[config.mk]
export PLATFORM = sky130hd
export DESIGN_NAME = tfr_rr_arbiter
export DESIGN_NICKNAME = d
export VERILOG_FILES = /design/src/rtl/tfr_pkg.sv /design/src/rtl/rr_pick_onehot.sv /design/src/rtl/tfr_rr_arbiter.sv
export SDC_FILE = /design/constraint.sdc
export NUM_CORES = 1
export LEC_CHECK = 0
export CAP_MARGIN = 10
export CORE_MARGIN = 1.5
export CORE_UTILIZATION = 55
export DETAILED_ROUTE_END_ITERATION = 12
export DONT_BUFFER_PORTS = 1
export PLACE_DENSITY = 0.73
export SLEW_MARGIN = 20
export SYNTH_ARGS = -nofsm -noshare
export SYNTH_HDL_FRONTEND = slang
export SYNTH_SLANG_ARGS = --single-unit
[constraint.sdc]
create_clock -name i_clk -period 2.1 [get_ports i_clk]
set_clock_uncertainty 0.1 [all_clocks]
set_input_delay 0.315 -clock i_clk [delete_from_list [all_inputs] [get_ports i_clk]]
set_output_delay 0.315 -clock i_clk [all_outputs]
set_load 0.05 [all_outputs]
[src/rtl/tfr_pkg.sv]
`default_nettype none
// ============================================================================
// Module      : tfr_pkg
// Description : Shared defaults and round-robin helper for the transfer-channel
//               arbiter. rr_pick returns the winning requester index and a
//               found flag for a mask of up to 16 requesters.
// Revision    : 1.0 - initial release
// ============================================================================
package tfr_pkg;

  localparam int c_nin_default = 4;
  localparam int c_w_default   = 32;
  localparam int c_nin_max     = 16;

  // Requester-ID width for a given requester count (never below 1 bit)
  function automatic int lgnin(input int n);
    return (n <= 1) ? 1 : $clog2(n);
  endfunction

  typedef struct packed {
    logic       found;
    logic [3:0] idx;
  } rr_pick_t;

  // First set bit of mask searching upward from last+1, wrapping modulo nin
  function automatic rr_pick_t rr_pick(input logic [c_nin_max-1:0] mask,
                                       input logic [3:0]           last,
                                       input int                   nin);
    rr_pick_t r;
    int       idx;
    r.found = 1'b0;
    r.idx   = '0;
    for (int i = 1; i <= c_nin_max; i++) begin
      if (i <= nin) begin
        idx = (int'(last) + i) % nin;
        if (!r.found && mask[idx[3:0]]) begin
          r.found = 1'b1;
          r.idx   = 4'(idx);
        end
      end
    end
    return r;
  endfunction

endpackage
`default_nettype wire

[src/rtl/rr_pick_onehot.sv]
`default_nettype none
// ============================================================================
// Module      : rr_pick_onehot
// Description : Combinational round-robin one-hot grant. Rotates the eligible
//               vector so the search start (last+1) sits at bit 0, isolates
//               the lowest set bit, then rotates the result back.
// Revision    : 1.0 - initial release
// ============================================================================
module rr_pick_onehot #(
  parameter int NIN   = 4,
  parameter int LGNIN = 2
) (
  input  logic [NIN-1:0]   i_eligible,
  input  logic [LGNIN-1:0] i_last,
  output logic [NIN-1:0]   o_grant
);

  localparam logic [LGNIN-1:0] c_last_idx = LGNIN'(NIN - 1);

  logic [LGNIN-1:0] w_start;
  logic [NIN-1:0]   w_rot;
  logic [NIN-1:0]   w_iso;

  // Rotate right by the start index, keep lowest set bit, rotate back left
  always_comb begin
    w_start = (i_last == c_last_idx) ? '0 : i_last + 1'b1;
    w_rot   = NIN'({i_eligible, i_eligible} >> w_start);
    w_iso   = w_rot & (~w_rot + NIN'(1));
    o_grant = NIN'(({w_iso, w_iso} << w_start) >> NIN);
  end

endmodule
`default_nettype wire

[src/rtl/tfr_rr_arbiter.sv]
`default_nettype none
// ============================================================================
// Module      : tfr_rr_arbiter
// Description : Round-robin arbiter feeding one clock-crossing value-transfer
//               channel from NIN same-domain valid/ready requesters. Holds the
//               registered output word, the winner ID and the RR pointer.
//               Optional macro TFR_RR_ARBITER_LOWPOWER_EN clears o_data/o_id
//               whenever the output goes idle.
// Revision    : 1.0 - initial release
// ============================================================================
module tfr_rr_arbiter
  import tfr_pkg::*;
#(
  parameter  int NIN   = c_nin_default,
  parameter  int W     = c_w_default,
  localparam int LGNIN = lgnin(NIN)
) (
  input  logic             i_clk,
  input  logic             i_reset,
  input  logic [NIN-1:0]   i_enable,
  input  logic [NIN-1:0]   i_valid,
  output logic [NIN-1:0]   o_ready,
  input  logic [NIN*W-1:0] i_data,
  output logic             o_valid,
  input  logic             i_ready,
  output logic [W-1:0]     o_data,
  output logic [LGNIN-1:0] o_id
);

  localparam logic [LGNIN-1:0] c_last_init = LGNIN'(NIN - 1);

  logic [NIN-1:0]       w_eligible;
  logic [NIN-1:0]       w_grant;
  logic                 w_load;
  rr_pick_t             w_pick;
  logic [LGNIN-1:0]     w_win_idx;
  logic                 w_unused;

  logic                 r_valid;
  logic [W-1:0]         r_data;
  logic [LGNIN-1:0]     r_id;
  logic [LGNIN-1:0]     r_last;

  rr_pick_onehot #(
    .NIN   (NIN),
    .LGNIN (LGNIN)
  ) u_pick (
    .i_eligible (w_eligible),
    .i_last     (r_last),
    .o_grant    (w_grant)
  );

  // Eligibility, load condition, winner index and gated handshake
  always_comb begin
    w_eligible = i_valid & i_enable;
    w_load     = !r_valid || i_ready;
    w_pick     = rr_pick(c_nin_max'(w_eligible), 4'(r_last), NIN);
    w_win_idx  = LGNIN'(w_pick.idx);
    w_unused   = &{1'b0, w_pick.idx};
    // Reset discards any pending word, so no requester sees a handshake
    o_ready    = (w_load && !i_reset) ? w_grant : '0;
  end

  // Output register and pointer; pointer only moves on an actual grant
  always_ff @(posedge i_clk) begin
    if (i_reset) begin
      r_valid <= 1'b0;
      r_data  <= '0;
      r_id    <= '0;
      r_last  <= c_last_init;
    end else if (w_load) begin
      if (w_pick.found) begin
        r_valid <= 1'b1;
        r_data  <= i_data[w_win_idx*W +: W];
        r_id    <= w_win_idx;
        r_last  <= w_win_idx;
      end else begin
        r_valid <= 1'b0;
`ifdef TFR_RR_ARBITER_LOWPOWER_EN
        r_data  <= '0;
        r_id    <= '0;
`else
        r_data  <= r_data;
        r_id    <= r_id;
`endif
      end
    end
  end

  assign o_valid = r_valid;
  assign o_data  = r_data;
  assign o_id    = r_id;

endmodule
`default_nettype wire

==> flow_summary.toml <==
[route]
drcViolationCount = 0
dr.pass1.iters = 4
vias = 2248
wl_per_cell_um = 20.8
totalWireLength_um = 6910
drt-vias-per-instance = 6.77
ant_nets = 0
drtIter0Drc = 81

[sta]
fin_ws_ns = -0.172
slew_violations = 0
finalCritPeriodShare_pct = 108
max_slew_margin_pct = 63.6
finalHoldViolations = 0
setup_violations = 34
hold-worst-slack_ns = 0.0280
rsz0062_at_grt = "yes"
timing.fmax_mhz = 440
period_minus_slack_ns = 2.27
tns_ns = -4.37
worst_pin_slew_ns = 0.545

[final_layout]
fin_cells = 332
multi_input_area_mm2 = 0.00182
n_antenna_cell = 0
nets = 420
drive_gt1_share_pct = 30.0
nFillCells = 357
area_delta_synth_final_pct = 16.4
register_area_um2 = 743

[placement]
place_ws_ns = -0.149
gp_congestion = 0.827
io_buffers = 0
dpl.cell_count = 321
dpl.hpwl_um = 4810

[clock_network]
cts-root-buf = "clkbuf_8"
clock_sinks = 37
clkLatencyLatePin_ns = 0.28
htree_levels = 2
cts_buffer_depth = 2
clk_pin_slew_ns = 0.07
cts_made_buffers = 5
cts_tree = "yes"

[outcome]
status = "finished, violations left"
violations = "setup timing"

[synth]
yosysMostFrequentCell = "mux2i_1"
synth_cell_types = 43
ys_ff_latch = 37
synth_nets = 408
syn_inst = 268
synth_ff_type = "dfxtp_1"
synth_top_area_share_pct = 28.2
netlist_area_mm2 = 0.00263
async_flop_share_pct = 0
synth_top_area_cell = "dfxtp_1"
avgSynthCellArea_um2 = 9.81
yosysSeqAreaShare_pct = 28.2
synth_commonest_cells = "64 x mux2i_1, 37 x dfxtp_1, 20 x o21bai_1"
synth-edff-count = 0
ys_warn_count = 0
synth_area_leaders = "dfxtp_1 28%, mux2i_1 24%, mux2_2 6.4%"

[power_and_ir_drop]
p_leak_nw = 1.27
p_per_area_mw_per_mm2 = 934
vdd_drop_max_mv = 0.587

[die]
fp.dieW_um = 72.2
coreArea_mm2 = 0.00447
initial_utilization_pct = 58.8
io_pins = 178
placementRows = 24
dieArea_mm2 = 0.00521
die_y_um = 72.2

[setup_path]
max_stage_delay_ns = 0.38
endpoint_kind = "register"
crit_type = "register to register"
required_ns = 2.19
crit_chain = "ha_4, nand4b_1, o31a_1, o22ai_1, a221o_2, buf_12, clkbuf_16, mux2i_1, a221oi_1"
cp_data_arrival_time_ns = 2.36
crit_buf_inv = 2
slowest_stage = "a221o_2"
crit_fanout = 9
cp-start-kind = "register"
cp_top_family = "compound AO/OA/AOI/OAI gates"

[grt]
antenna_found_initial = 0
overflow = 0
grt_max_degree = 38
grtUsageTotal_pct = 23.9
grt_pass1_vias = 2092
grt_pass1_wl_um = 9810

[hold_path]
hp-class = "primary input to register"

[flow_run]
cap_violations = 0
==> registers in the layout, indices dropped and copies added (netlist names) <==
name	cells
o_data	32
r_last	2
o_id	2
o_valid	1
==> cells in the final DEF (no fill, tap or decap), types with 3 or more instances in the layout <==
cell type  instances
nor3_2             3
a21oi_1            4
buf_12             7
o21ai_1            8
buf_4             16
clkbuf_8           6
nor2_1             6
o21bai_1          20
nand2_1            7
o21ai_2            7
a221oi_2           6
nand3b_1          14
a221oi_1          13
mux2i_1           62
o21ai_0            4
a31oi_1            3
mux2_2            15
a21oi_2            3
dfxtp_1           35
nand2b_1           3
==> layer usage <==
layer  GRT usage, %  wire length (um)  up-vias
met5              0                 0        -
met4           6.08                97        0
met3           5.97               510        8
met2           43.8              3600      127
met1           27.7              2700     1051
li1               -                 -     1062
==> area by class of cell <==
class                   instances  share of cell area (%)
clock buffers                   6                    2.70
clock inverters                 1                   0.245
multi-input cells             207                    59.3
inverters                       1                   0.123
well taps                      52                    2.13
repair buffers                 28                    11.2
flip-flops and latches         37                    24.3
==> through the flow <==
stage	instance area, um^2	util (%)	power [mW]
3_5_place_dp	2790	62.4	2.22
3_3_place_gp	2790	62.4	2.20
2_1_floorplan	2670	-	2.07
6_report	3060	68.4	2.86
5_1_grt	3060	68.4	3.00
4_1_cts	2900	64.8	2.74
==> cell families after synthesis <==
logic type / share of synthesized area, %
muxes: 30.8
buffers and inverters: 7.94
AOI/OAI and AO/OA: 22.4
and+or+nand+nor: 10.2
adders and majority gates: 0.476
DFF: 28.2
==> power breakdown <==
group	internal [mW]	switching, mW
logic	0.591	0.540
registers	0.810	0.413
clock network	0.259	0.245
total	1.66	1.20
==> timing repair <==
item,4_1_cts,5_1_grt
pin swaps,4,19
hold buffers,1,0
setup endpoints to repair,35,36
endpoints found under the hold margin,3,0
resized for setup,2,21
gates cloned,0,2
buffers inserted,0,1
==> final timing paths <==
kind | startpoint | endpoint | slack [ns] | cells after the start
max | r_last[0]$_SDFFE_PP1P_ | o_data[20]$_SDFFE_PP0P_ | -0.17 | 9
min | i_reset | r_last[1]$_SDFFE_PP1P_ | 0.03 | 1
max reg2reg | r_last[0]$_SDFFE_PP1P_ | o_data[20]$_SDFFE_PP0P_ | -0.17 | 9
min reg2reg | o_data[6]$_SDFFE_PP0P_ | o_data[6]$_SDFFE_PP0P_ | 0.48 | 2
No activity file was read; power rests on OpenSTA's default activity.
